`src/rtl/cpu_clock_controller.sv`:
```
// cpu_clock_controller: CPU clock-enable sequencer for the single-cycle MIPS board.
// Selects a divided clock, full speed or manual single-step and emits a one-clk-wide
// cpu_en pulse per CPU cycle, with run/pause/halt control.
// Optional feature: define CYCLE_LIMIT_EN to add the max_cycles input, which pauses
// RUN once cycle_count reaches the programmed value (0 disables the limit).
module cpu_clock_controller #(
   parameter int unsigned DEBOUNCE_CYCLES = 1_000_000,
   parameter int unsigned CNT_W           = 32
) (
   input  logic             clk,
   input  logic             rst,
   input  logic [3:0]       div_clk,
   input  logic [2:0]       mode_sel,
   input  logic             run_btn,
   input  logic             step_btn,
   input  logic             halt,
`ifdef CYCLE_LIMIT_EN
   input  logic [CNT_W-1:0] max_cycles,
`endif
   output logic             cpu_en,
   output logic             running,
   output logic             halted,
   output logic [CNT_W-1:0] cycle_count
);

   typedef enum logic [1:0] {PAUSE, RUN, STEP_WAIT, HALTED} state_t;

   localparam int unsigned      DB_W    = $clog2(DEBOUNCE_CYCLES + 1);
   localparam logic [DB_W-1:0]  DB_LAST = DB_W'(DEBOUNCE_CYCLES - 1);
   localparam logic [CNT_W-1:0] CNT_ONE = CNT_W'(1);

   logic [3:0]       div_s1_q, div_s2_q;
   logic [2:0]       mode_s1_q, mode_s2_q, mode_prev_q;
   logic             run_s1_q, run_s2_q, step_s1_q, step_s2_q;
   logic             halt_s1_q, halt_s2_q;
   logic             run_db_q, run_db_d, run_db_prev_q;
   logic             step_db_q, step_db_d, step_db_prev_q;
   logic [DB_W-1:0]  run_cnt_q, run_cnt_d, step_cnt_q, step_cnt_d;
   logic             div_prev_q, sel_bit, div_edge;
   logic             mode_is_step, mode_is_full, run_press, step_press, limit_hit;
   state_t           state_q, state_d;
   logic             pulse_d, cpu_en_q, running_q, halted_q;
   logic [CNT_W-1:0] cycle_count_q;

   // Next {level, counter} of a debouncer: level follows raw only after
   // DEBOUNCE_CYCLES consecutive cycles of disagreement.
   function automatic logic [DB_W:0] debounce_next(input logic raw, input logic level,
                                                   input logic [DB_W-1:0] cnt);
      logic [DB_W:0] r;
      r = {level, {DB_W{1'b0}}};
      if (raw != level) begin
         if (cnt == DB_LAST) r = {raw, {DB_W{1'b0}}};
         else                r = {level, cnt + 1'b1};
      end
      return r;
   endfunction

   // Two-flop synchronizers for every asynchronous input.
   always_ff @(posedge clk or posedge rst) begin
      if (rst) begin
         div_s1_q  <= '0;
         div_s2_q  <= '0;
         mode_s1_q <= '0;
         mode_s2_q <= '0;
         run_s1_q  <= 1'b0;
         run_s2_q  <= 1'b0;
         step_s1_q <= 1'b0;
         step_s2_q <= 1'b0;
         halt_s1_q <= 1'b0;
         halt_s2_q <= 1'b0;
      end else begin
         div_s1_q  <= div_clk;
         div_s2_q  <= div_s1_q;
         mode_s1_q <= mode_sel;
         mode_s2_q <= mode_s1_q;
         run_s1_q  <= run_btn;
         run_s2_q  <= run_s1_q;
         step_s1_q <= step_btn;
         step_s2_q <= step_s1_q;
         halt_s1_q <= halt;
         halt_s2_q <= halt_s1_q;
      end
   end

   // Debouncer next-state for both buttons.
   always_comb begin
      {run_db_d, run_cnt_d}   = debounce_next(run_s2_q, run_db_q, run_cnt_q);
      {step_db_d, step_cnt_d} = debounce_next(step_s2_q, step_db_q, step_cnt_q);
   end

   // Debounced levels, their previous values, and divided-clock edge history.
   always_ff @(posedge clk or posedge rst) begin
      if (rst) begin
         run_db_q       <= 1'b0;
         run_cnt_q      <= '0;
         run_db_prev_q  <= 1'b0;
         step_db_q      <= 1'b0;
         step_cnt_q     <= '0;
         step_db_prev_q <= 1'b0;
         div_prev_q     <= 1'b0;
         mode_prev_q    <= '0;
      end else begin
         run_db_q       <= run_db_d;
         run_cnt_q      <= run_cnt_d;
         run_db_prev_q  <= run_db_q;
         step_db_q      <= step_db_d;
         step_cnt_q     <= step_cnt_d;
         step_db_prev_q <= step_db_q;
         div_prev_q     <= sel_bit;
         mode_prev_q    <= mode_s2_q;
      end
   end

   // Divided-clock source selection.
   always_comb begin
      sel_bit = 1'b0;
      case (mode_s2_q)
         3'd1:    sel_bit = div_s2_q[0];
         3'd2:    sel_bit = div_s2_q[1];
         3'd3:    sel_bit = div_s2_q[2];
         3'd4:    sel_bit = div_s2_q[3];
         default: sel_bit = 1'b0;
      endcase
   end

   // prev holds the old source's level for one cycle after a mode change; masking the
   // edge in that cycle is equivalent to reloading prev from the newly selected bit.
   assign div_edge     = sel_bit & ~div_prev_q & (mode_s2_q == mode_prev_q);
   assign mode_is_step = (mode_s2_q == 3'd0) || (mode_s2_q >= 3'd6);
   assign mode_is_full = (mode_s2_q == 3'd5);
   assign run_press    = run_db_q & ~run_db_prev_q;
   assign step_press   = step_db_q & ~step_db_prev_q;

`ifdef CYCLE_LIMIT_EN
   assign limit_hit = (max_cycles != '0) && cpu_en_q && ((cycle_count_q + CNT_ONE) == max_cycles);
`else
   assign limit_hit = 1'b0;
`endif

   // FSM next state and pulse request; halt overrides everything.
   always_comb begin
      state_d = state_q;
      pulse_d = 1'b0;
      case (state_q)
         PAUSE: begin
            if (run_press && !mode_is_step) begin
               state_d = RUN;
            end else if (step_press) begin
               pulse_d = 1'b1;
               state_d = STEP_WAIT;
            end
         end
         STEP_WAIT: begin
            if (!step_db_q) state_d = PAUSE;
         end
         RUN: begin
            if (run_press || mode_is_step || limit_hit) state_d = PAUSE;
            else if (mode_is_full)                      pulse_d = 1'b1;
            else                                        pulse_d = div_edge;
         end
         HALTED: state_d = HALTED;
         default: state_d = PAUSE;
      endcase
      if (halt_s2_q) state_d = HALTED;
      // Masking on the first stage too keeps cpu_en low in the cycle sync halt rises.
      if (halt_s1_q || halt_s2_q) pulse_d = 1'b0;
   end

   // State register, registered outputs and the pulse counter.
   always_ff @(posedge clk or posedge rst) begin
      if (rst) begin
         state_q       <= PAUSE;
         cpu_en_q      <= 1'b0;
         running_q     <= 1'b0;
         halted_q      <= 1'b0;
         cycle_count_q <= '0;
      end else begin
         state_q   <= state_d;
         cpu_en_q  <= pulse_d;
         running_q <= (state_d == RUN);
         halted_q  <= (state_d == HALTED);
         if (cpu_en_q) cycle_count_q <= cycle_count_q + CNT_ONE;
      end
   end

   assign cpu_en      = cpu_en_q;
   assign running     = running_q;
   assign halted      = halted_q;
   assign cycle_count = cycle_count_q;

endmodule
```
`config.mk`:
```
export PLATFORM = sky130hd
export DESIGN_NAME = cpu_clock_controller
export DESIGN_NICKNAME = d
export VERILOG_FILES = /design/src/rtl/cpu_clock_controller.sv
export SDC_FILE = /design/constraint.sdc
export NUM_CORES = 1
export LEC_CHECK = 0
export CAP_MARGIN = 20
export CORE_MARGIN = 2
export CORE_UTILIZATION = 55
export DETAILED_ROUTE_END_ITERATION = 7
export HOLD_SLACK_MARGIN = 0.05
export PLACE_DENSITY_LB_ADDON = 0.05
export SLEW_MARGIN = 10
export SYNTH_ARGS = -nofsm -noshare
export SYNTH_HDL_FRONTEND = slang
export SYNTH_SLANG_ARGS = --single-unit
```
`constraint.sdc`:
```
create_clock -name clk -period 6.8 [get_ports clk]
set_clock_uncertainty 0.2 [all_clocks]
set_input_delay 1.36 -clock clk [delete_from_list [all_inputs] [get_ports clk]]
set_output_delay 1.36 -clock clk [all_outputs]
set_load 0.01 [all_outputs]
```
* Word-level counts from Yosys, hierarchy flattened
Index checks and enable logic that the tools add are counted.
** Storage, ports and cells
- Register bits :: 105
** Operators by class
- $add $sub $neg :: 3
- Order comparisons :: 1
- Equal/unequal tests :: 15
- Multiplexer cells :: 17
- Bitwise logic cells :: 7
- Reduce and logical (&&, ||, !) cells :: 9
** Operator list (number)
- two-way mux 20 bit :: 4
- adder 20 x 1 -> 20 bit, second input constant :: 2
- equality test 20 bit, second input constant :: 2
- adder 32 x 1 -> 32 bit, second input constant :: 1
- two-way mux 2 bit :: 5
- one-hot mux 2 bit (4 select lines) :: 1
- equality test 2 bit, second input constant :: 3
- equality test 3 x 2 -> 1 bit, second input constant :: 2
- equality test 3 bit, second input constant :: 2
- two-way mux 1 bit :: 5
- AND 1 bit :: 4
- equality test 2 x 1 -> 1 bit, second input constant :: 2
- one-hot mux 1 bit (4 select lines) :: 1
- AND reduction 2 bit :: 2
- equality test 3 x 1 -> 1 bit, second input constant :: 1
- equality test 3 bit :: 1
- >= comparator 3 bit, second input constant :: 1
- zero test 3 bit :: 1
- logical OR 1 bit :: 3
- NOT 1 bit :: 3
- zero test 2 bit :: 1
- != test 1 bit :: 2
- one-hot mux 1 bit (2 select lines) :: 1
- logical AND 1 bit :: 1
- zero test 1 bit :: 1

* Longest topological paths before layout
Gate-level depths: netlist of the first run.
- Depth in word-level cells :: 8
- Depth in mapped cells :: 5
- Depth with buffers taken out :: 5

* Worst setup path before layout of the first run
Ideal clock, no wire load.
- Kind :: flip-flop to flip-flop
- Start :: register cycle_count_q[0], in the netlist cycle_count[0]
- End :: register cycle_count_q[28], in the netlist cycle_count[28]
- Arrival :: 1.688 ns
- Setup slack :: 4.786 ns
- Cell stages (with the launch flop) :: 6
- Path buffers :: 0
- Period minus slack after synthesis :: 2.014 ns
- Path through :: dfrtp_1 -> ha_1 -> nand4_1 -> nor4_2 -> nand4_1 -> xnor2_1
** On the way
- Word-level cells in the longest chain between the ends :: 1
** RTL lines
- start: declaration :: RTL line 43 : logic [CNT_W-1:0] cycle_count_q;
- start signal: assignment :: RTL line 182 : if (cpu_en_q) cycle_count_q <= cycle_count_q + CNT_ONE;
- adder 32 x 1 -> 32 bit :: RTL line 182
No other way between the ends.
A chain may end at the register's enable or synchronous reset.

* Final worst setup path of the first run
- Start :: register cpu_en_q, in the netlist cpu_en
- End :: output cpu_en
** RTL lines
- start: declaration :: RTL line 42 : logic pulse_d, cpu_en_q, running_q, halted_q;
- start signal: assignment :: RTL line 179 : cpu_en_q <= pulse_d;
- end: declaration :: RTL line 20 : output logic cpu_en,
No word-level cell between the ends.

==> results of run 1 <==
==> cell usage after synthesis (2+ instances only) <==
cell type / count
buf_2: 3
xnor2_1: 44
nor2b_1: 5
and3_1: 12
nand3_1: 28
or4_1: 3
nor3_1: 11
mux2_2: 3
ha_1: 3
clkbuf_1: 4
dfrtp_1: 105
nand3b_1: 2
and4_1: 5
xor2_1: 18
or3_4: 2
and2_1: 4
a21oi_1: 11
o31ai_1: 4
nand4b_1: 2
nand2_1: 23
o21ai_0: 8
nor4_1: 10
nor2_1: 38
inv_1: 7
or3_1: 6
nor4_2: 2
nand4_1: 22
==> cell families (layout without fill, tap and decap cells) <==
group | after synthesis | count (layout) | share of synthesized area
and+or+nand+nor | 182 | 182 | 0.225
buffers and inverters | 14 | 71 | 0.0124
AOI/OAI and AO/OA | 31 | 31 | 0.0455
adders and majority gates | 3 | 3 | 0.00828
muxes | 4 | 4 | 0.00965
xor gates and xnor gates | 62 | 62 | 0.120
DFF | 105 | 105 | 0.579
==> per-stage QoR <==
stage	cells	hold slack, ns	area, µm²	total power [µW]
floorplan	401	0.131	4540	677
global placement	547	0.134	5120	691
detailed placement	547	0.135	5120	692
CTS	563	0.156	5350	1120
global route	563	0.159	5350	1150
finish	563	0.155	5350	1100
==> layer usage <==
metal	part of all wire	track usage	wire length (µm)	up-vias
met3	0.046	0.0287	360	12
met2	0.44	0.273	3490	75
met5	0	0	0	-
li1	-	-	-	1531
met4	0.018	0.0845	144	0
met1	0.49	0.286	3890	1514
==> placed cells by master (no fill, tap or decap), types with 3 or more instances in the layout <==
cell             synthesis  final
dfrtp_1                105    105
clkdlybuf4s50_1          0     46
xnor2_1                 44     44
nor2_1                  38     38
nand3_1                 28     28
nand2_1                 23     23
nand4_1                 22     22
xor2_1                  18     18
and3_1                  12     12
a21oi_1                 11     11
nor3_1                  11     11
nor4_1                  10     10
clkbuf_8                 0      9
o21ai_0                  8      8
or3_1                    6      6
inv_1                    7      6
nor2b_1                  5      5
and4_1                   5      5
and2_1                   4      4
clkinv_4                 0      4
o31ai_1                  4      3
or4_1                    3      3
mux2_2                   3      3
ha_1                     3      3
==> sequential cells by signal (all words and copies together), names as in the netlist, 2 cells and up <==
| signal | cells |
|---|---|
| run_cnt_q | 20 |
| state_q | 2 |
| div_s1_q | 4 |
| cycle_count | 32 |
| step_cnt_q | 20 |
| mode_prev_q | 3 |
| mode_s2_q | 3 |
| mode_s1_q | 3 |
| div_s2_q | 4 |
==> power by group through the flow <==
stage | Combinational [µW] | Clock [µW] | Sequential (µW)
2_1_floorplan | 24.3 | 0 | 653
3_3_place_gp | 36.3 | 0 | 655
3_5_place_dp | 36.8 | 0 | 655
4_1_cts | 37.2 | 439 | 643
5_1_grt | 41.6 | 461 | 645
6_report | 35.7 | 426 | 643
==> worst max-delay path by stage <==
stage	from	slack, ns	end	cells after the start
floorplan	rst	2.48	cpu_en$_DFF_PP0_	1
global placement	rst	3.60	run_cnt_q[3]$_DFF_PP0_	3
detailed placement	rst	3.59	step_cnt_q[0]$_DFF_PP0_	3
CTS	cpu_en$_DFF_PP0_	3.80	cpu_en	1
global route	cpu_en$_DFF_PP0_	3.75	cpu_en	1
finish	cpu_en$_DFF_PP0_	3.83	cpu_en	1
==> cell type report <==
class | instances | share of cell area
Timing Repair Buffer | 48 | 0.0889
Multi-Input combinational cell | 282 | 0.347
Clock buffer | 9 | 0.0232
Sequential cell | 105 | 0.491
Tap cell | 105 | 0.0246
Inverter | 7 | 0.00538
Clock inverter | 7 | 0.0194
==> summary.md, run 1 <==
| Metric | Value |
|---|---|
| Final Hold Fails | `0` |
| GRT Total Usage | `0.190` |
| Die Height | `94.8 µm` |
| Hold path cells | `0` |
| Setup Buffers After CTS | `0` |
| Hold Buf Count CTS | `0` |
| Gate Count Post-Synth | `401` |
| Area share of the largest cell type after synthesis | `0.579` |
| Number of synthesis warnings | `0` |
| Fin crit share | `0.437` |
| Final setup fails | `0` |
| Worst-path fanout max | `7` |
| Pwr/cell area | `206 nW/µm²` |
| R2R Setup Slk | `approximately 4.5 ns` |
| Layout filler cell count | `647` |
| Diodes inserted | `0` |
| Multi-input gate area | `roughly 1900 µm²` |
| Slew Limit Headroom | `0.484` |
| Worst-path cell chain | `clkdlybuf4s50_1` |
| Hold_sp | `mode_s1_q[1]$_DFF_PP0_` |
| Cell variety after synth | `43` |
| H-tree Lvls | `3` |
| Core area | `~8100 µm²` |
| Net Sw Power | `roughly 240 µW` |
| Max stage delay on crit path | `between 0.5 and 0.6 ns` |
| Nature of the critical path startpoint | `flip-flop` |
| Sw frac | `0.222` |
| Largest net degree at the start of global routing | `66` |
| Number of synthesized flops with an enable pin | `0` |
| Clock net sink count | `between 100 and 150` |
| Critical path's slowest cell | `clkdlybuf4s50_1` |
| Initial Util | `0.560` |
| FF-to-FF path depth | `5` |
| Ys flop type | `dfrtp_1` |
| Chip width | `around 95 µm` |
| Crit path kind | `flip-flop to primary output` |
| Initial antenna violation count | `0` |
| Critical path's top delay family | `buffers and inverters` |
| Share of cells above drive strength 1 | `0.0721` |
| Routed via count | `between 3000 and 4000` |
| CTS root buf | `clkbuf_8` |
| Bufs and invs on worst path | `1` |
| Crit path DAT | `between 1 and 1.5 ns` |
| Layout Nets | `around 470` |
| Port Buffers | `between 40 and 50` |
| Post-layout min period | `roughly 3.0 ns` |
| Final worst slack | `between 3 and 4 ns` |
| Reg-to-Reg End | `cycle_count[28]$_DFFE_PP0P_` |
| Final Core Density | `0.661` |
| Comb power frac | `0.032` |
| R2r startpoint | `cycle_count[0]$_DFFE_PP0P_` |
| IO Pins | `47` |
| MaxCap Viol Count | `0` |
| First-pass DRT Iterations | `4` |
| Maximum vdd drop | `152 µV` |
| Fraction of registers with async set/reset | `1.00` |
| Register Area | `roughly 2600 µm²` |
| Syn nets | `roughly 420` |
| PostCTS Resize Cnt | `0` |
| GPL Wtd Cong | `about 0.86` |
| DRC viols | `0` |
| Fin. max-slew vios | `0` |
| Int Power | `roughly 860 µW` |
| WP data required | `5.24 ns` |
| Fmax | `336 MHz` |
| Setup_tns | `0 ns` |
| GRT overflow | `0` |
| Cell area after synthesis | `4540 µm²` |
| Sequential area share after synthesis | `0.579` |
| Leakage dissipation | `0.00221 µW` |
| Clk buf depth | `2` |
| Worst-path clk slew | `about 0.1 ns` |
| 1st-iter DRT viols | `~180` |
| Synth Register Bits | `105` |
| Routed Wire Length | `about 7.9 mm` |
| Avg Cell Area, Syn | `~11 µm²` |
| DP HPWL | `5.47 mm` |
| Crit end category | `primary output` |
| Number of buffers created by CTS | `9` |
| Setup WS pre-CTS | `between 3 and 4 ns` |
| Vias in the first global route | `~2800` |
| HP Class | `flip-flop to flip-flop` |
| Clock share of power | `0.385` |
| Die Area | `around 9000 µm²` |
| Routed Antenna Nets | `0` |
| Site row count | `33` |
| Via-per-instance ratio | `5.56` |
| Register share of total power | `0.582` |
| Clk Latency, worst-skew pair | `approximately 0.36 ns` |
| Unrepaired setup endpoints after global routing | `false` |
| First-pass GRT wire length | `~13 mm` |
| WL/cell | `between 10 and 15 µm` |
| CTS tree | `yes` |
| Slew @ Worst Pin | `~0.77 ns` |
| Synth area leaders | `dfrtp_1 58%, xnor2_1 8.5%, xor2_1 3.5%, nor2_1 3.1%, nand3_1 3.1%` |
| Synth area leader | `dfrtp_1` |
| Layout area overhead | `17.9%` |
| Worst Hold Path EP | `mode_s2_q[1]$_DFF_PP0_` |
| Status | `complete, no violations` |
(Power assumes the default switching activity.)
==> run 2: changes to the inputs <==
==> constraint.sdc (replaced) <==
create_clock -name clk -period 3 [get_ports clk]
set_clock_uncertainty 0.2 [all_clocks]
set_input_delay 0.6 -clock clk [delete_from_list [all_inputs] [get_ports clk]]
set_output_delay 0.6 -clock clk [all_outputs]
set_load 0.01 [all_outputs]
==> summary.md, run 2 (same netlist as run 1, synthesis figures left out) <==
| Metric | Value |
|---|---|
| Worst-path clk slew | `0.10 ns (about the same)` |
| Initial antenna violation count | `0 (unchanged)` |
| Net Sw Power | `552 µW (+130%)` |
| Most frequent cells in the layout | `105 x dfrtp_1, 46 x clkdlybuf4s50_1, 44 x xnor2_1, 38 x nor2_1, 28 x nand3_1` |
| Area post-placement | `5130 µm² (+0.27%)` |
| Final setup fails | `0 (unchanged)` |
| First-pass DRT Iterations | `4 (unchanged)` |
| Maximum vdd drop | `340 µV (+120%)` |
| Slew @ Worst Pin | `0.773 ns (-0.000763 ns)` |
| PostCTS Resize Cnt | `0 (unchanged)` |
| Routed Wire Length | `7.80 mm (-1.1%)` |
| Core area | `8090 µm² (unchanged)` |
| WP data required | `3.06 ns (-2.18 ns)` |
| Int Power | `2030 µW (+140%)` |
| DP HPWL | `5.18 mm (-5.3%)` |
| Final Hold Fails | `0 (unchanged)` |
| IO Pins | `47 (unchanged)` |
| Diodes inserted | `0 (unchanged)` |
| First-pass GRT wire length | `13.4 mm (+0.67%)` |
| Largest net degree at the start of global routing | `106 (+61%)` |
| Clock net sink count | `105 (unchanged)` |
| Post-layout min period | `approximately 2.3 ns` |
| Non-filler cells, final | `563 (unchanged)` |
| Fin. max-slew vios | `0 (unchanged)` |
| Leakage dissipation | `0.00222 µW (+0.48%)` |
| Number of buffers created by CTS | `9 (unchanged)` |
| CTS root buf | `clkbuf_8` |
| DRC viols | `0 (unchanged)` |
| Worst-path fanout max | `7 (unchanged)` |
| Nature of the critical path startpoint | `flip-flop` |
| Largest register FFs | `32 (unchanged)` |
| Port Buffers | `46 (unchanged)` |
| Crit end category | `flip-flop` |
| Unrepaired setup endpoints after global routing | `false` |
| Chip width | `94.8 µm (unchanged)` |
| Setup Buffers After CTS | `0 (unchanged)` |
| Fmax | `around 430 MHz` |
| Layout filler cell count | `633 (-2.2%)` |
| Setup_tns | `0 ns (unchanged)` |
| Fin crit share | `0.767` |
| Die Height | `94.8 µm (unchanged)` |
| Slew Limit Headroom | `0.484 (+0.000509)` |
| Pwr/cell area | `480 nW/µm² (+130%)` |
| CTS tree | `yes` |
| WL/cell | `13.9 µm (-1.1%)` |
| Commonest non-fill, non-tap cell in the layout | `dfrtp_1` |
| Initial Util | `0.560 (unchanged)` |
| Status | `complete, no violations` |
| H-tree Lvls | `3 (unchanged)` |
| Clk Latency, worst-skew pair | `0.36 ns (about the same)` |
| Multi-input gate area | `1860 µm² (unchanged)` |
| Hold Buf Count CTS | `0 (unchanged)` |
| Final instance area | `5380 µm² (+0.66%)` |
| Sw frac | `0.213 (-0.00846)` |
| GPL Wtd Cong | `0.811 (-5.4%)` |
| Routed Antenna Nets | `0 (unchanged)` |
| Clock share of power | `0.404 (+0.019)` |
| Layout Nets | `468 (unchanged)` |
| Share of cells above drive strength 1 | `0.0721 (unchanged)` |
| Clk buf depth | `2 (unchanged)` |
| GRT overflow | `0 (unchanged)` |
| Comb power frac | `0.032 (about the same)` |
| Via-per-instance ratio | `5.56 (about the same)` |
| 1st-iter DRT viols | `202 (+13%)` |
| Register share of total power | `0.564 (-0.018)` |
| Vias in the first global route | `2887 (+2.4%)` |
| GRT Total Usage | `0.188 (-0.00131)` |
| Dpl cells | `547 (unchanged)` |
| Crit path kind | `flip-flop to flip-flop` |
| Crit path DAT | `2.36 ns (+0.95 ns)` |
| R2R Setup Slk | `0.70 ns (-3.75 ns)` |
| Routed via count | `3130 (-0.064%)` |
| HP Class | `flip-flop to flip-flop` |
| Layout area overhead | `18.7%` |
| Site row count | `33 (unchanged)` |
| MaxCap Viol Count | `0 (unchanged)` |
| Register Area | `2630 µm² (unchanged)` |
| Die Area | `8990 µm² (unchanged)` |
-- run 2: changes by cell type in the layout (fill, tap and decap cells not counted), sizes merged --
cell / change
clkinvlp: +1
bufinv: +1
clkinv: -2
-- run 2: layout make-up --
class	instances	area share
sequential	105	0.488
tap	105	0.0244
clock buffer	9	0.0230
timing repair buffer	48	0.0907
inverter	7	0.00558
clock inverter	7	0.0232
multi-input combinational	282	0.345
-- run 2: final timing paths --
path	start	endpoint	depth (start not counted)
max reg2reg	cycle_count[0]$_DFFE_PP0P_	cycle_count[28]$_DFFE_PP0P_	5
min	div_s1_q[2]$_DFF_PP0_	div_s2_q[2]$_DFF_PP0_	0
min in group asynchronous	rst	cycle_count[14]$_DFFE_PP0P_	3
max	cycle_count[0]$_DFFE_PP0P_	cycle_count[28]$_DFFE_PP0P_	5
min reg2reg	div_s1_q[2]$_DFF_PP0_	div_s2_q[2]$_DFF_PP0_	0
max in group asynchronous	rst	mode_s1_q[0]$_DFF_PP0_	3
-- run 2: critical path: stages (launching register included) --
cell	delay [ns]
dfrtp_1	0.47
ha_1	0.20
nand4_1	0.24
nor4_2	0.72
nand4_1	0.21
xnor2_1	0.17
-- run 2: layer usage --
metal	global-route usage	vias to the layer above	wire length, µm	share of wire
met4	0.0725	0	136	0.017
li1	-	1533	-	-
met3	0.0351	11	356	0.046
met1	0.266	1511	3750	0.48
met2	0.291	75	3560	0.46
met5	0	-	0	0
-- run 2: power by group through the flow --
stage / clock, µW / sequential [µW] / combinational [µW]
5_1_grt: 1130 / 1460 / 97.1
4_1_cts: 1070 / 1460 / 86.4
6_report: 1040 / 1460 / 83.6
2_1_floorplan: 0 / 1480 / 55.5
3_5_place_dp: 0 / 1490 / 86.0
3_3_place_gp: 0 / 1480 / 85.4
-- run 2: metrics by stage --
step           total power (µW)  utilization  setup WS (ns)  hold WS (ns)
2_1_floorplan              1530            -          0.940         0.131
3_3_place_gp               1570        0.634          0.793         0.134
3_5_place_dp               1570        0.634          0.705         0.135
4_1_cts                    2620        0.665          0.703         0.156
5_1_grt                    2690        0.665          0.519         0.164
6_report                   2590        0.665          0.700         0.155
